[src/rtl/mips_pipe_pkg.sv]
// Shared encodings for the MIPS 5-stage pipeline control slice.
// Contents: forwarding-select codes, branch-stage identifiers, counter widths,
// hazard FSM state enum and the packed per-stage control bundle.
package mips_pipe_pkg;

    // EX operand source selects
    localparam logic [1:0] FWD_REG   = 2'b00;
    localparam logic [1:0] FWD_EXMEM = 2'b10;
    localparam logic [1:0] FWD_MEMWB = 2'b01;

    // Stage in which taken branches are resolved
    localparam int unsigned BR_EX  = 1;
    localparam int unsigned BR_MEM = 2;

    // Counter widths: load-use stall (1..7), dmem wait (1..255), perf counters
    localparam int unsigned LD_CW  = 3;
    localparam int unsigned WT_CW  = 8;
    localparam int unsigned PERF_W = 32;

    typedef enum logic [1:0] {
        RUN     = 2'd0,
        LDSTALL = 2'd1,
        MEMWAIT = 2'd2
    } haz_state_e;

    // Per-stage enables and squash controls driven into the pipeline registers
    typedef struct packed {
        logic pc_we;
        logic ifid_we;
        logic idex_we;
        logic exmem_we;
        logic memwb_we;
        logic ifid_flush;
        logic idex_bubble;
        logic exmem_flush;
    } pipe_ctrl_t;

    localparam pipe_ctrl_t CTRL_RUN    = '{pc_we: 1'b1, ifid_we: 1'b1, idex_we: 1'b1,
                                           exmem_we: 1'b1, memwb_we: 1'b1, ifid_flush: 1'b0,
                                           idex_bubble: 1'b0, exmem_flush: 1'b0};
    localparam pipe_ctrl_t CTRL_FREEZE = '{default: 1'b0};

endpackage

[src/rtl/mips_fwd_unit.sv]
// Forwarding compare for one EX operand.
// Ports: src_i (EX source reg), mem_dest_i/mem_regwrite_i (EXE2MEM producer),
//        wb_dest_i/wb_regwrite_i (MEM2WB producer), sel_o (operand select).
// The younger producer in MEM wins over WB; r0 never forwards.
module mips_fwd_unit
    import mips_pipe_pkg::*;
#(
    parameter int unsigned REG_AW = 5
) (
    input  logic [REG_AW-1:0] src_i,
    input  logic [REG_AW-1:0] mem_dest_i,
    input  logic              mem_regwrite_i,
    input  logic [REG_AW-1:0] wb_dest_i,
    input  logic              wb_regwrite_i,
    output logic [1:0]        sel_o
);

    always_comb begin
        sel_o = FWD_REG;
        if (mem_regwrite_i && (mem_dest_i != '0) && (mem_dest_i == src_i)) begin
            sel_o = FWD_EXMEM;
        end else if (wb_regwrite_i && (wb_dest_i != '0) && (wb_dest_i == src_i)) begin
            sel_o = FWD_MEMWB;
        end
    end

endmodule

[src/rtl/mips_hazard_ctrl.sv]
// Pipeline hazard controller for the 5-stage MIPS core.
// Produces EX forwarding selects, load-use stalls, taken-branch flushes and
// data-memory wait freezes, and drives the stage-register enables/squashes.
// Ports:
//   clock, reset (sync, active-low)
//   id_*  : ID-stage source regs and use flags      ex_* : EX-stage regs, load flag
//   mem_* : MEM-stage dest/write/request            wb_* : WB-stage dest/write
//   branch_taken, dmem_ack                          fwd_a/fwd_b : EX operand selects
//   pc_we, ifid_we, idex_we, exmem_we, memwb_we     : stage load enables
//   ifid_flush, idex_bubble, exmem_flush            : squash controls
//   mem_err : sticky dmem timeout flag
// Optional build macro HAZ_PERF_CNT_EN adds saturating 32-bit stall_cnt,
// flush_cnt and memwait_cnt outputs.
// Priority per cycle: dmem freeze > branch flush > load-use stall.
module mips_hazard_ctrl
    import mips_pipe_pkg::*;
#(
    parameter int unsigned REG_AW       = 5,
    parameter int unsigned LOAD_USE_CYC = 1,
    parameter int unsigned BRANCH_STAGE = 2,
    parameter int unsigned MEM_TIMEOUT  = 15
) (
    input  logic              clock,
    input  logic              reset,
    input  logic [REG_AW-1:0] id_rs,
    input  logic [REG_AW-1:0] id_rt,
    input  logic              id_use_rs,
    input  logic              id_use_rt,
    input  logic [REG_AW-1:0] ex_rs,
    input  logic [REG_AW-1:0] ex_rt,
    input  logic [REG_AW-1:0] ex_dest,
    input  logic              ex_regwrite,
    input  logic              ex_memread,
    input  logic [REG_AW-1:0] mem_dest,
    input  logic              mem_regwrite,
    input  logic              mem_req,
    input  logic [REG_AW-1:0] wb_dest,
    input  logic              wb_regwrite,
    input  logic              branch_taken,
    input  logic              dmem_ack,
    output logic [1:0]        fwd_a,
    output logic [1:0]        fwd_b,
    output logic              pc_we,
    output logic              ifid_we,
    output logic              idex_we,
    output logic              exmem_we,
    output logic              memwb_we,
    output logic              ifid_flush,
    output logic              idex_bubble,
    output logic              exmem_flush,
    output logic              mem_err
`ifdef HAZ_PERF_CNT_EN
    ,
    output logic [PERF_W-1:0] stall_cnt,
    output logic [PERF_W-1:0] flush_cnt,
    output logic [PERF_W-1:0] memwait_cnt
`endif
);

    haz_state_e       state_q, state_d;
    logic [LD_CW-1:0] ld_cnt_q, ld_cnt_d;
    logic [WT_CW-1:0] wait_cnt_q, wait_cnt_d;
    logic [WT_CW-1:0] wait_inc;
    logic             mem_err_q, mem_err_d;
    logic             load_use;
    logic             release_c;
    logic             freeze;
    pipe_ctrl_t       ctrl_c;

    // A load-use hazard is keyed on ex_memread alone; the EX write flag is not needed.
    logic unused_ex_regwrite;
    assign unused_ex_regwrite = ex_regwrite;

    // Operand forwarding, one compare per EX source
    mips_fwd_unit #(.REG_AW(REG_AW)) u_fwd_a (
        .src_i          (ex_rs),
        .mem_dest_i     (mem_dest),
        .mem_regwrite_i (mem_regwrite),
        .wb_dest_i      (wb_dest),
        .wb_regwrite_i  (wb_regwrite),
        .sel_o          (fwd_a)
    );

    mips_fwd_unit #(.REG_AW(REG_AW)) u_fwd_b (
        .src_i          (ex_rt),
        .mem_dest_i     (mem_dest),
        .mem_regwrite_i (mem_regwrite),
        .wb_dest_i      (wb_dest),
        .wb_regwrite_i  (wb_regwrite),
        .sel_o          (fwd_b)
    );

    assign load_use = ex_memread && (ex_dest != '0) &&
                      ((id_use_rs && (ex_dest == id_rs)) || (id_use_rt && (ex_dest == id_rt)));

    assign wait_inc = wait_cnt_q + WT_CW'(1);

    // State, counters and sticky error flag
    always_ff @(posedge clock) begin
        if (!reset) begin
            state_q    <= RUN;
            ld_cnt_q   <= '0;
            wait_cnt_q <= '0;
            mem_err_q  <= 1'b0;
        end else begin
            state_q    <= state_d;
            ld_cnt_q   <= ld_cnt_d;
            wait_cnt_q <= wait_cnt_d;
            mem_err_q  <= mem_err_d;
        end
    end

    // Next state and per-stage controls
    always_comb begin
        state_d    = RUN;
        ld_cnt_d   = '0;
        wait_cnt_d = '0;
        mem_err_d  = mem_err_q;
        ctrl_c     = CTRL_RUN;
        // A wait ends on ack or when the frozen-cycle count reaches the timeout
        release_c  = (state_q == MEMWAIT) && (dmem_ack || (wait_cnt_q == WT_CW'(MEM_TIMEOUT)));
        freeze     = (state_q == MEMWAIT) ? !release_c : (mem_req && !dmem_ack);

        if (freeze) begin
            // Whole pipe holds; any pending load-use stall is dropped and re-detected later
            state_d    = MEMWAIT;
            wait_cnt_d = wait_inc;
            ctrl_c     = CTRL_FREEZE;
            if (wait_inc == WT_CW'(MEM_TIMEOUT)) begin
                mem_err_d = 1'b1;
            end
        end else if (branch_taken) begin
            ctrl_c.ifid_flush  = 1'b1;
            ctrl_c.idex_bubble = 1'b1;
            ctrl_c.exmem_flush = (BRANCH_STAGE == BR_MEM);
        end else if ((state_q == LDSTALL) || load_use) begin
            ctrl_c.pc_we       = 1'b0;
            ctrl_c.ifid_we     = 1'b0;
            ctrl_c.idex_bubble = 1'b1;
            if (state_q == LDSTALL) begin
                ld_cnt_d = ld_cnt_q - LD_CW'(1);
                state_d  = (ld_cnt_q == LD_CW'(1)) ? RUN : LDSTALL;
            end else if (LOAD_USE_CYC > 1) begin
                // First stall cycle happens here; the counter holds the rest
                state_d  = LDSTALL;
                ld_cnt_d = LD_CW'(LOAD_USE_CYC - 1);
            end
        end
    end

    assign pc_we       = ctrl_c.pc_we;
    assign ifid_we     = ctrl_c.ifid_we;
    assign idex_we     = ctrl_c.idex_we;
    assign exmem_we    = ctrl_c.exmem_we;
    assign memwb_we    = ctrl_c.memwb_we;
    assign ifid_flush  = ctrl_c.ifid_flush;
    assign idex_bubble = ctrl_c.idex_bubble;
    assign exmem_flush = ctrl_c.exmem_flush;
    assign mem_err     = mem_err_q;

`ifdef HAZ_PERF_CNT_EN
    logic [PERF_W-1:0] stall_cnt_q, flush_cnt_q, memwait_cnt_q;

    // Saturating event counters; stall = PC held while the back end still advances
    always_ff @(posedge clock) begin
        if (!reset) begin
            stall_cnt_q   <= '0;
            flush_cnt_q   <= '0;
            memwait_cnt_q <= '0;
        end else begin
            if (!ctrl_c.pc_we && ctrl_c.memwb_we && (stall_cnt_q != '1)) begin
                stall_cnt_q <= stall_cnt_q + PERF_W'(1);
            end
            if (ctrl_c.ifid_flush && (flush_cnt_q != '1)) begin
                flush_cnt_q <= flush_cnt_q + PERF_W'(1);
            end
            if (!ctrl_c.memwb_we && (memwait_cnt_q != '1)) begin
                memwait_cnt_q <= memwait_cnt_q + PERF_W'(1);
            end
        end
    end

    assign stall_cnt   = stall_cnt_q;
    assign flush_cnt   = flush_cnt_q;
    assign memwait_cnt = memwait_cnt_q;
`endif

endmodule

[config.mk]
export PLATFORM = sky130hd
export DESIGN_NAME = mips_hazard_ctrl
export DESIGN_NICKNAME = d
export VERILOG_FILES = /design/src/rtl/mips_pipe_pkg.sv /design/src/rtl/mips_fwd_unit.sv /design/src/rtl/mips_hazard_ctrl.sv
export SDC_FILE = /design/constraint.sdc
export NUM_CORES = 1
export LEC_CHECK = 0
export BUFFER_PORTS_ARGS = -buffer_cell sky130_fd_sc_hd__buf_2
export CAP_MARGIN = 20
export CELL_PAD_IN_SITES_DETAIL_PLACEMENT = 0
export CELL_PAD_IN_SITES_GLOBAL_PLACEMENT = 1
export CORE_MARGIN = 1
export CORE_UTILIZATION = 28
export CTS_CLUSTER_DIAMETER = 120
export DETAILED_ROUTE_END_ITERATION = 8
export GPL_TIMING_DRIVEN = 0
export PLACE_DENSITY_LB_ADDON = 0.1
export SLEW_MARGIN = 20
export SYNTH_ARGS = -nofsm -noshare
export SYNTH_HDL_FRONTEND = slang
export SYNTH_SLANG_ARGS = --single-unit
[constraint.sdc]
create_clock -name clock -period 1.8 [get_ports clock]
set_input_delay 0.36 -clock clock [delete_from_list [all_inputs] [get_ports clock]]
set_output_delay 0.36 -clock clock [all_outputs]
set_load 0.02 [all_outputs]
==> results of run 1 <==
## synth_stat cells
cell type  instances  area share
clkbuf_1           1      0.0033
dfxtp_1           14        0.25
nand2b_1           2       0.011
o21bai_1           1      0.0066
xor2_1            17        0.13
a21oi_1            3       0.013
buf_4              4       0.026
o21ai_1            2      0.0088
nor4_2             2       0.022
a31o_2             1      0.0077
o2bb2ai_1          1      0.0077
and2_1             2       0.011
or3_1              1      0.0055
nand4_1            4       0.022
nor4_1             2       0.011
nor2b_1            2       0.011
o21a_1             1      0.0066
o22a_1             1      0.0077
inv_1              7       0.023
and3_1             2       0.011
nand2_1            5       0.017
or2_2              1      0.0055
or4_1              6       0.040
xnor2_1           20        0.15
or4b_4             1       0.012
a311oi_1           1      0.0077
nand3_1            4       0.018
nor3_1             1      0.0044
o22ai_1            1      0.0055
and4_1             1      0.0077
nor2_1            12       0.040
o21ai_0            1      0.0044
ha_1               4       0.044
o31ai_1            1      0.0066
a31oi_1            2       0.011
nor4_4             1       0.019
buf_6              1      0.0099
## path summary, 6_finish.rpt
path / from / to / slack (ps) / cells past startpoint
setup reg to reg: state_q[0] / wait_cnt_q[6] / 160 / 6
setup / recovery: state_q[0] / ifid_flush / -440 / 6
hold / removal: reset / mem_err / 360 / 3
hold reg to reg: wait_cnt_q[0] / wait_cnt_q[0] / 450 / 1
## timing repair
item | in CTS | in global routing
hold buffers | 0 | 0
setup endpoints to repair | 12 | 12
pin swaps | 11 | 2
gates resized for setup | 38 | 9
setup buffers | 6 | 1
## worst register-to-register path, cell delays in order (launching register included)
cell	delay, ps
dfxtp_2	320
or4b_4	550
nor4_4	220
buf_4	170
or3_1	100
buf_6	130
nor2_1	50
## sequential cells by signal (all words and copies together), names as in the netlist
register / flops
ld_cnt_q: 3
mem_err: 1
state_q: 2
wait_cnt_q: 8
## cell families (layout without fill, tap and decap cells)
family | Yosys count | count (layout) | synth area share
AOI/OAI and AO/OA | 16 | 16 | 0.09372
xor gates and xnor gates | 37 | 37 | 0.2856
adders and majority gates | 4 | 4 | 0.04410
buffers and inverters | 13 | 80 | 0.06285
DFF | 14 | 14 | 0.2470
and+or+nand+nor | 49 | 49 | 0.2668
## cell type report
cell class,count,share of cell area
buffer,5,0.02481
clock buffer,4,0.03032
inverter,7,0.01447
multi-input combinational,106,0.4886
sequential,14,0.1578
tap,48,0.03308
timing repair buffer,64,0.2509
## metal layers
layer / global-route usage / part of all wire / vias up
met5: 0 / 0 / -
met4: 0.05707 / 0.011 / 0
met3: 0.02257 / 0.042 / 4
met2: 0.2564 / 0.54 / 25
met1: 0.1707 / 0.40 / 520
li1: - / - / 590
## per-stage QoR
stage / instance area, um2 / util / setup TNS (ps)
6_report: 1815 / 0.4814 / -3281
5_1_grt: 1815 / 0.4814 / -4186
4_1_cts: 1792 / 0.4751 / -4026
3_5_place_dp: 1546 / 0.4101 / -1974
3_3_place_gp: 1546 / 0.4101 / -1804
2_1_floorplan: 1201 / - / -417.1
## report_power, final
part	internal (mW)	switching (mW)	total [mW]
combinational	0.150	0.128	0.278
clock	0.194	0.112	0.306
sequential	0.313	0.00249	0.315
total	0.657	0.242	0.899
==> results_dict.tcl, run 1 <==
set metrics [dict create \
    outcome "finished, violations left" \
    violations "setup timing" \
    cts_buffers 3 \
    drive_gt1_frac 0.4700 \
    nNetsFinal 251 \
    cts_root_buf "clkbuf_8" \
    cp_slowest_stage_delay_ps 550 \
    cp.buffers_inverters 2 \
    grt_use_total 0.1445 \
    path_class "flip-flop to output port" \
    clk_pin_slew_worst_paths_ps 60 \
    instances_no_fill 248 \
    gp_congestion 0.7072 \
    ant_nets 0 \
    setup_ws_ps -440.0 \
    yosysSeqAreaShare 0.2470 \
    hold_viol 0 \
    core_mm2 0.003771 \
    mostFrequentLayoutCell "buf_2" \
    post-route-drc-count 0 \
    power.density_mw_per_mm2 495.2 \
    detailroute.via_count 1139 \
    synthCells 133 \
    ctsHtreeMaxLevel 1 \
    grt_max_degree 10 \
    fillers 361 \
    cp_max_fo 4 \
    place_inst 238 \
    post-place-ws_ps -282.0 \
    finalSetupViolCount 11 \
    cp-end-kind "output port" \
    finalMaxSlewViolations 0 \
    leakagePower_nw 0.7578 \
    worst_skew_pair.late_latency_ps 250 \
    power_mw 0.8991 \
    final.setup_skew_ps 6.236 \
    max_freq_ghz 0.4464 \
    critPathArrivalTime_ps 1880 \
    rows 22 \
    fin_crit_sh 1.244 \
    cp_top_family "simple AND/OR/NAND/NOR gates" \
    tightest_slew_ps 453.4 \
    drt_iter0_markers 23 \
    die_area_mm2 0.004312 \
    slew_headroom 0.6971 \
    cts_tree "yes" \
    grt_first_pass_wirelength_mm 4.740 \
    netlist_area_mm2 0.001135 \
    cts.path.max_buffers 2 \
    cpMaxStageDelayCell "or4b_4" \
    clkSinkCount 14 \
    ys_types 37 \
    maxCapViolCount 0 \
    die_w_um 65.67 \
    synthToLayoutAreaGrowth_pct 59.98 \
    synth-seq-cells 14 \
    overflow 0 \
    routed_wl_mm 2.999 \
    yosysWarnings 0 \
    timing.final.crit_period_ps 2240 \
    io_pins 59 \
    port_buffers 57 \
    hp-class "primary input to flip-flop" \
    multi_input_area_um2 887.1 \
    viasPerCell 4.593 \
    n_antenna_cell 0 \
    peakVddDrop_uv 395.1 \
    syn_avg_cell_area_um2 8.533 \
    crit_top_cell "buf_6" \
    rsz0062_at_grt "yes" \
    initial_utilization 0.3009 \
    wl_per_cell_um 12.09 \
    first_pass_iters 3 \
    critPathLaunchType "flip-flop" \
    die_h_um 65.67 \
    mostFrequentLayoutCells "37 x buf_2, 20 x xnor2_1, 19 x buf_6" \
    grt_pass1_vias 1079 \
    whs_ps 362.9 \
    worstPathCellList "or4b_4 -> nor4_4 -> or2_4 -> and2_4 -> buf_6 -> buf_6" \
    dp_hpwl_mm 2.388 \
    antenna_found_initial 0 \
    synth_nets 183 \
    crit_required_ps 1440 \
    regArea_um2 286.5 \
]
Note: power is estimated with default switching activity, not from simulation.
==> run 2, diff against run 1 <==
--- a/config.mk
+++ b/config.mk
@@ -5,14 +5,14 @@
 export SDC_FILE = /design/constraint.sdc
 export NUM_CORES = 1
 export LEC_CHECK = 0
-export BUFFER_PORTS_ARGS = -buffer_cell sky130_fd_sc_hd__buf_2
 export CAP_MARGIN = 20
 export CELL_PAD_IN_SITES_DETAIL_PLACEMENT = 0
 export CELL_PAD_IN_SITES_GLOBAL_PLACEMENT = 1
 export CORE_MARGIN = 1
-export CORE_UTILIZATION = 28
+export CORE_UTILIZATION = 30
 export CTS_CLUSTER_DIAMETER = 120
 export DETAILED_ROUTE_END_ITERATION = 8
+export DONT_BUFFER_PORTS = 1
 export GPL_TIMING_DRIVEN = 0
 export PLACE_DENSITY_LB_ADDON = 0.1
 export SLEW_MARGIN = 20
==> run 2 against run 1 <==
Compared with the run above: the flow still finishes with violations (setup timing); core utilization fell by 9.0 points; sequential share of layout area rose by 5.4 points; flip-flop and latch count did not move; combinational power fell by 46%; non-clock buffer count fell by 61; routed wire length fell by 19%.
==> results_dict.tcl, run 2 (synthesis gave the netlist of run 1 again) <==
set metrics [dict create \
    timing.final.crit_period_ps 2316 \
    grt_use_total 0.1218 \
    nNetsFinal 190 \
    die_h_um 63.51 \
    wl_per_cell_um 13.19 \
    largestRegisters "wait_cnt_q (8), ld_cnt_q (3), state_q (2)" \
    critPathLaunchType "flip-flop" \
    gp_congestion 0.8070 \
    worst_skew_pair.late_latency_ps 250 \
    outcome "finished, violations left" \
    final.setup.tns_ps -3106 \
    cp.buffers_inverters 1 \
    antenna_found_initial 0 \
    leakagePower_nw 0.4647 \
    clk_pin_slew_worst_paths_ps 60 \
    routed_wl_mm 2.441 \
    mostFrequentLayoutCell "xnor2_1" \
    crit_required_ps 1440 \
    synthToLayoutAreaGrowth_pct 19.51 \
    n_antenna_cell 0 \
    detailroute.via_count 910 \
    hp-class "primary input to flip-flop" \
    port_buffers 0 \
    hp-start "reset" \
    violations "setup timing" \
    grt_pass1_vias 894 \
    overflow 0 \
    max_freq_ghz 0.4318 \
    cts.path.max_buffers 2 \
    tightest_slew_ps 771.2 \
    largest-register "wait_cnt_q" \
    post-route-drc-count 0 \
    cp_top_family "simple AND/OR/NAND/NOR gates" \
    top_usage_layer "met2" \
    first_pass_iters 4 \
    final.setup_skew_ps 3.262 \
    path_class "flip-flop to output port" \
    finalSetupViolCount 10 \
    slew_headroom 0.4816 \
    ctsHtreeMaxLevel 1 \
    setup_ws_ps -515.8 \
    hold_viol 0 \
    fin_util 0.3911 \
    mostFrequentLayoutCells "20 x xnor2_1, 17 x xor2_1, 12 x nor2_1" \
    critPathArrivalTime_ps 1960 \
    drive_gt1_frac 0.2158 \
    met1_usage 0.1441 \
    die_w_um 63.51 \
    cts_tree "yes" \
    power.density_mw_per_mm2 566.9 \
    use_met2 0.2088 \
    fin_crit_sh 1.287 \
    cts_root_buf "clkbuf_8" \
    initial_utilization 0.3272 \
    rsz0062_at_grt "yes" \
    die_area_mm2 0.004033 \
    finalMaxSlewViolations 0 \
    drt_iter0_markers 11 \
    maxCapViolCount 0 \
    clkSinkCount 14 \
    cpMaxStageDelayCell "or4b_4" \
    grt_max_degree 10 \
    whs_ps 227.6 \
    io_pins 59 \
    core_mm2 0.003468 \
    r2r-start "wait_cnt_q[7]" \
    crit_start "wait_cnt_q[7]" \
    peakVddDrop_uv 316.6 \
    largest_reg_flops 8 \
    dp_hpwl_mm 2.073 \
    grt_first_pass_wirelength_mm 3.926 \
    grtUsageMet3 0.04891 \
    cp_slowest_stage_delay_ps 530 \
    ant_nets 0 \
    viasPerCell 4.919 \
    rows 21 \
    cp-end-kind "output port" \
    cp_max_fo 5 \
    worstPathCellList "or4b_4 -> nor4_4 -> or2_4 -> and2_4 -> buf_6" \
    cts_buffers 3 \
]
==> run 2: cell count changes in the layout (fill, tap and decap cells not counted), sizes merged <==
cell,previous run,this run
buf,68,7
==> run 2: power breakdown <==
| group | switching (mW) | internal [mW] |
|---|---|---|
| Clock | 0.112 | 0.194 |
| Sequential | 0.00258 | 0.311 |
| Combinational | 0.0732 | 0.0760 |
| Total | 0.188 | 0.581 |
==> run 2: cell type report <==
cell class                 instances  area, um2
buffer                             6      52.55
timing repair buffer               2      15.01
clock buffer                       4      55.05
tap                               46      57.56
multi-input combinational        106      862.1
fill                             374       2112
inverter                           7      26.28
sequential                        14      287.8
==> run 2: per-stage QoR <==
| stage | area, um2 | power (mW) | setup slack, ps | std cells |
|---|---|---|---|---|
| final | 1356 | 0.7688 | -515.8 | 185 |
| after global routing | 1356 | 0.8104 | -599.2 | 185 |
| after CTS | 1348 | 0.7834 | -534.5 | 184 |
| after detailed placement | 1259 | 0.4675 | -369.8 | 179 |
| after global placement | 1259 | 0.4661 | -366.6 | 179 |
| after floorplan | 1201 | 0.4538 | -227.0 | 133 |
==> run 2: worst paths after layout <==
path,to,slack (ps),cells past startpoint
max reg2reg,wait_cnt_q[6],220,5
min reg2reg,ld_cnt_q[0],450,1
max,ifid_flush,-520,5
min,mem_err,230,2
==> run 2: timing repair <==
action | in CTS | in global routing
pin swaps | 1 | 1
gates cloned | 0 | 0
hold buffers | 0 | 0
setup endpoints to repair | 10 | 10
buffers inserted | 1 | 1
gates resized for setup | 7 | 1
==> run 2: metal layers <==
metal / up-vias / share of wire
li1: 466 / -
met1: 406 / 0.42
met2: 36 / 0.50
met3: 2 / 0.084
met4: 0 / 0.0041
met5: - / 0
==> run 3, diff against run 2 <==
--- a/config.mk
+++ b/config.mk
@@ -8,12 +8,14 @@
 export CAP_MARGIN = 20
 export CELL_PAD_IN_SITES_DETAIL_PLACEMENT = 0
 export CELL_PAD_IN_SITES_GLOBAL_PLACEMENT = 1
+export CORE_ASPECT_RATIO = 0.7
 export CORE_MARGIN = 1
 export CORE_UTILIZATION = 30
 export CTS_CLUSTER_DIAMETER = 120
 export DETAILED_ROUTE_END_ITERATION = 8
 export DONT_BUFFER_PORTS = 1
 export GPL_TIMING_DRIVEN = 0
+export MAX_ROUTING_LAYER = met4
 export PLACE_DENSITY_LB_ADDON = 0.1
 export SLEW_MARGIN = 20
 export SYNTH_ARGS = -nofsm -noshare
==> run 3 against run 2 <==
Compared with the run above: via count up 0.33%; count of clock-buffer cells in the layout shrank 1; setup slack improved by 11 ps; largest power group unchanged; clock skew grew 1.8 ps; critical endpoint unchanged; sequential share of layout area is 0.092 points higher; clock power is 16% lower; flip-flop and latch count unchanged; maximum frequency up 0.46%; global-route usage is 0.21 points lower; the flow still finishes with violations (setup timing); routed wire length is essentially flat.
==> results_dict.tcl, run 3 (synthesis gave the netlist of run 1 again) <==
set metrics [dict create \
    cts_tree "yes" \
    grt_first_pass_wirelength_mm 3.450 \
    largest_reg_flops 8 \
    routed_wl_mm 2.440 \
    ctsHtreeMaxLevel 1 \
    critPathLaunchType "flip-flop" \
    gp_congestion 0.7306 \
    largestRegisters "wait_cnt_q (8), ld_cnt_q (3), state_q (2)" \
    hp-start "reset" \
    cp-end-kind "output port" \
    io_pins 59 \
    final.setup.tns_ps -3010 \
    slew_headroom 0.4966 \
    p_seq_frac 0.436 \
    mostFrequentLayoutCell "xnor2_1" \
    post-route-drc-count 0 \
    final.setup_skew_ps 5.051 \
    ff2ff_path_depth 5 \
    cpMaxStageDelayCell "or4b_4" \
    rows 18 \
    path_class "flip-flop to output port" \
    setup_ws_ps -505.3 \
    core_mm2 0.003558 \
    power.density_mw_per_mm2 530.6 \
    drt_iter0_markers 18 \
    hold-path-cell-count 2 \
    finalSetupViolCount 10 \
    rr_endpoint "wait_cnt_q[3]" \
    critPathArrivalTime_ps 1950 \
    hold_viol 0 \
    worst_skew_pair.late_latency_ps 240 \
    die_w_um 75.51 \
    rsz0062_at_grt "yes" \
    whs_endpoint "mem_err" \
    hp-class "primary input to flip-flop" \
    violations "setup timing" \
    cts.path.max_buffers 2 \
    antenna_found_initial 0 \
    tightest_slew_ps 748.8 \
    synthToLayoutAreaGrowth_pct 19.51 \
    ant_nets 0 \
    die_h_um 53.46 \
    outcome "finished, violations left" \
    leakagePower_nw 0.4640 \
    first_pass_iters 4 \
    reg2reg_slack_ps 210 \
    grt_max_degree 10 \
    pwr-share-clk 0.357 \
    r2r-start "wait_cnt_q[7]" \
    largest-register "wait_cnt_q" \
    port_buffers 0 \
    cts_buffers 3 \
    whs_ps 231.0 \
    power_frac_comb 0.207 \
    max_freq_ghz 0.4338 \
    p_sw_frac 0.2558 \
    hold_buffers 0 \
    maxCapViolCount 0 \
    regArea_um2 289.0 \
    viasPerCell 4.831 \
    worstPathCellList "or4b_4 -> nor4_4 -> or2_4 -> and2_4 -> buf_6" \
    peakVddDrop_uv 451.9 \
    nNetsFinal 191 \
    overflow 0 \
    grt_pass1_vias 820 \
    crit_required_ps 1440 \
    die_area_mm2 0.004037 \
    clkSinkCount 14 \
    detailroute.via_count 913 \
    clk_pin_slew_worst_paths_ps 60 \
    cts_root_buf "clkbuf_8" \
    fin_crit_sh 1.281 \
    initial_utilization 0.3189 \
    cp_max_fo 5 \
    n_antenna_cell 0 \
    multi_input_area_um2 862.1 \
    timing.final.crit_period_ps 2305 \
    p_int_mw 0.5356 \
    p_sw_mw 0.1841 \
    drive_gt1_frac 0.2230 \
    grt_use_total 0.1198 \
    mostFrequentLayoutCells "20 x xnor2_1, 17 x xor2_1, 12 x nor2_1" \
    wl_per_cell_um 12.91 \
    fillers 408 \
    finalMaxSlewViolations 0 \
    cp_slowest_stage_delay_ps 530 \
    dp_hpwl_mm 2.032 \
]
==> run 3: cell count changes in the layout (fill, tap and decap cells not counted) <==
| cell | delta |
|---|---|
| clkbuf_8 | -1 |
| dfxtp_1 | -1 |
| dfxtp_2 | +1 |
| buf_4 | +1 |
==> run 3: worst max path at each step <==
stage                             start          to  slack, ps  cells after the start
final                     wait_cnt_q[7]  ifid_flush       -510                      5
after floorplan           wait_cnt_q[7]       pc_we       -230                      5
after global routing      wait_cnt_q[7]  ifid_flush       -590                      5
after global placement    wait_cnt_q[0]       pc_we       -350                      6
after CTS                 wait_cnt_q[7]  ifid_flush       -500                      5
after detailed placement  wait_cnt_q[0]       pc_we       -360                      6
==> run 3: metal layers <==
layer,wire [um],up-vias,global-route usage
met4,0,0,0.01852
met1,1055,411,0.1516
met3,165,0,0.04381
met2,1219,30,0.1860
met5,0,-,-
li1,-,472,-
==> run 3: metrics by stage <==
step | cells | cell area, um2 | power (mW) | utilization | worst slack, ps
6_report | 189 | 1356 | 0.7197 | 0.3812 | -505.3
3_5_place_dp | 183 | 1264 | 0.4676 | 0.3551 | -358.6
3_3_place_gp | 183 | 1264 | 0.4661 | 0.3551 | -345.3
4_1_cts | 188 | 1348 | 0.7300 | 0.3787 | -504.3
2_1_floorplan | 133 | 1201 | 0.4538 | - | -227.0
5_1_grt | 189 | 1356 | 0.7653 | 0.3812 | -586.3
==> run 3: power groups by stage <==
stage / Combinational (mW) / Clock [mW] / Sequential (mW)
2_1_floorplan: 0.133 / 0 / 0.321
3_3_place_gp: 0.144 / 0 / 0.322
3_5_place_dp: 0.146 / 0 / 0.322
4_1_cts: 0.151 / 0.265 / 0.314
5_1_grt: 0.163 / 0.289 / 0.314
6_report: 0.149 / 0.257 / 0.314
==> run 3: worst max-delay path, delay by kind of cell (launching register included) <==
kind          cells  cell delay (ps)
flops             1              340
simple gates      4             1230
buf+inv           1              120
==> run 3: area by class of cell <==
class,instances,share of cell area
clock buffers,3,0.03044
plain buffers,6,0.03875
flip-flops and latches,14,0.2131
inverters,7,0.01937
repair buffers,3,0.01661
well taps,50,0.04613
multi-input cells,106,0.6356
==> run 3: timing repair <==
| action | in CTS | in global routing |
|---|---|---|
| resized for setup | 8 | 1 |
| buffers inserted | 2 | 1 |
| gates cloned | 0 | 0 |
| pin swaps | 1 | 0 |
| endpoints found under the setup margin | 10 | 10 |
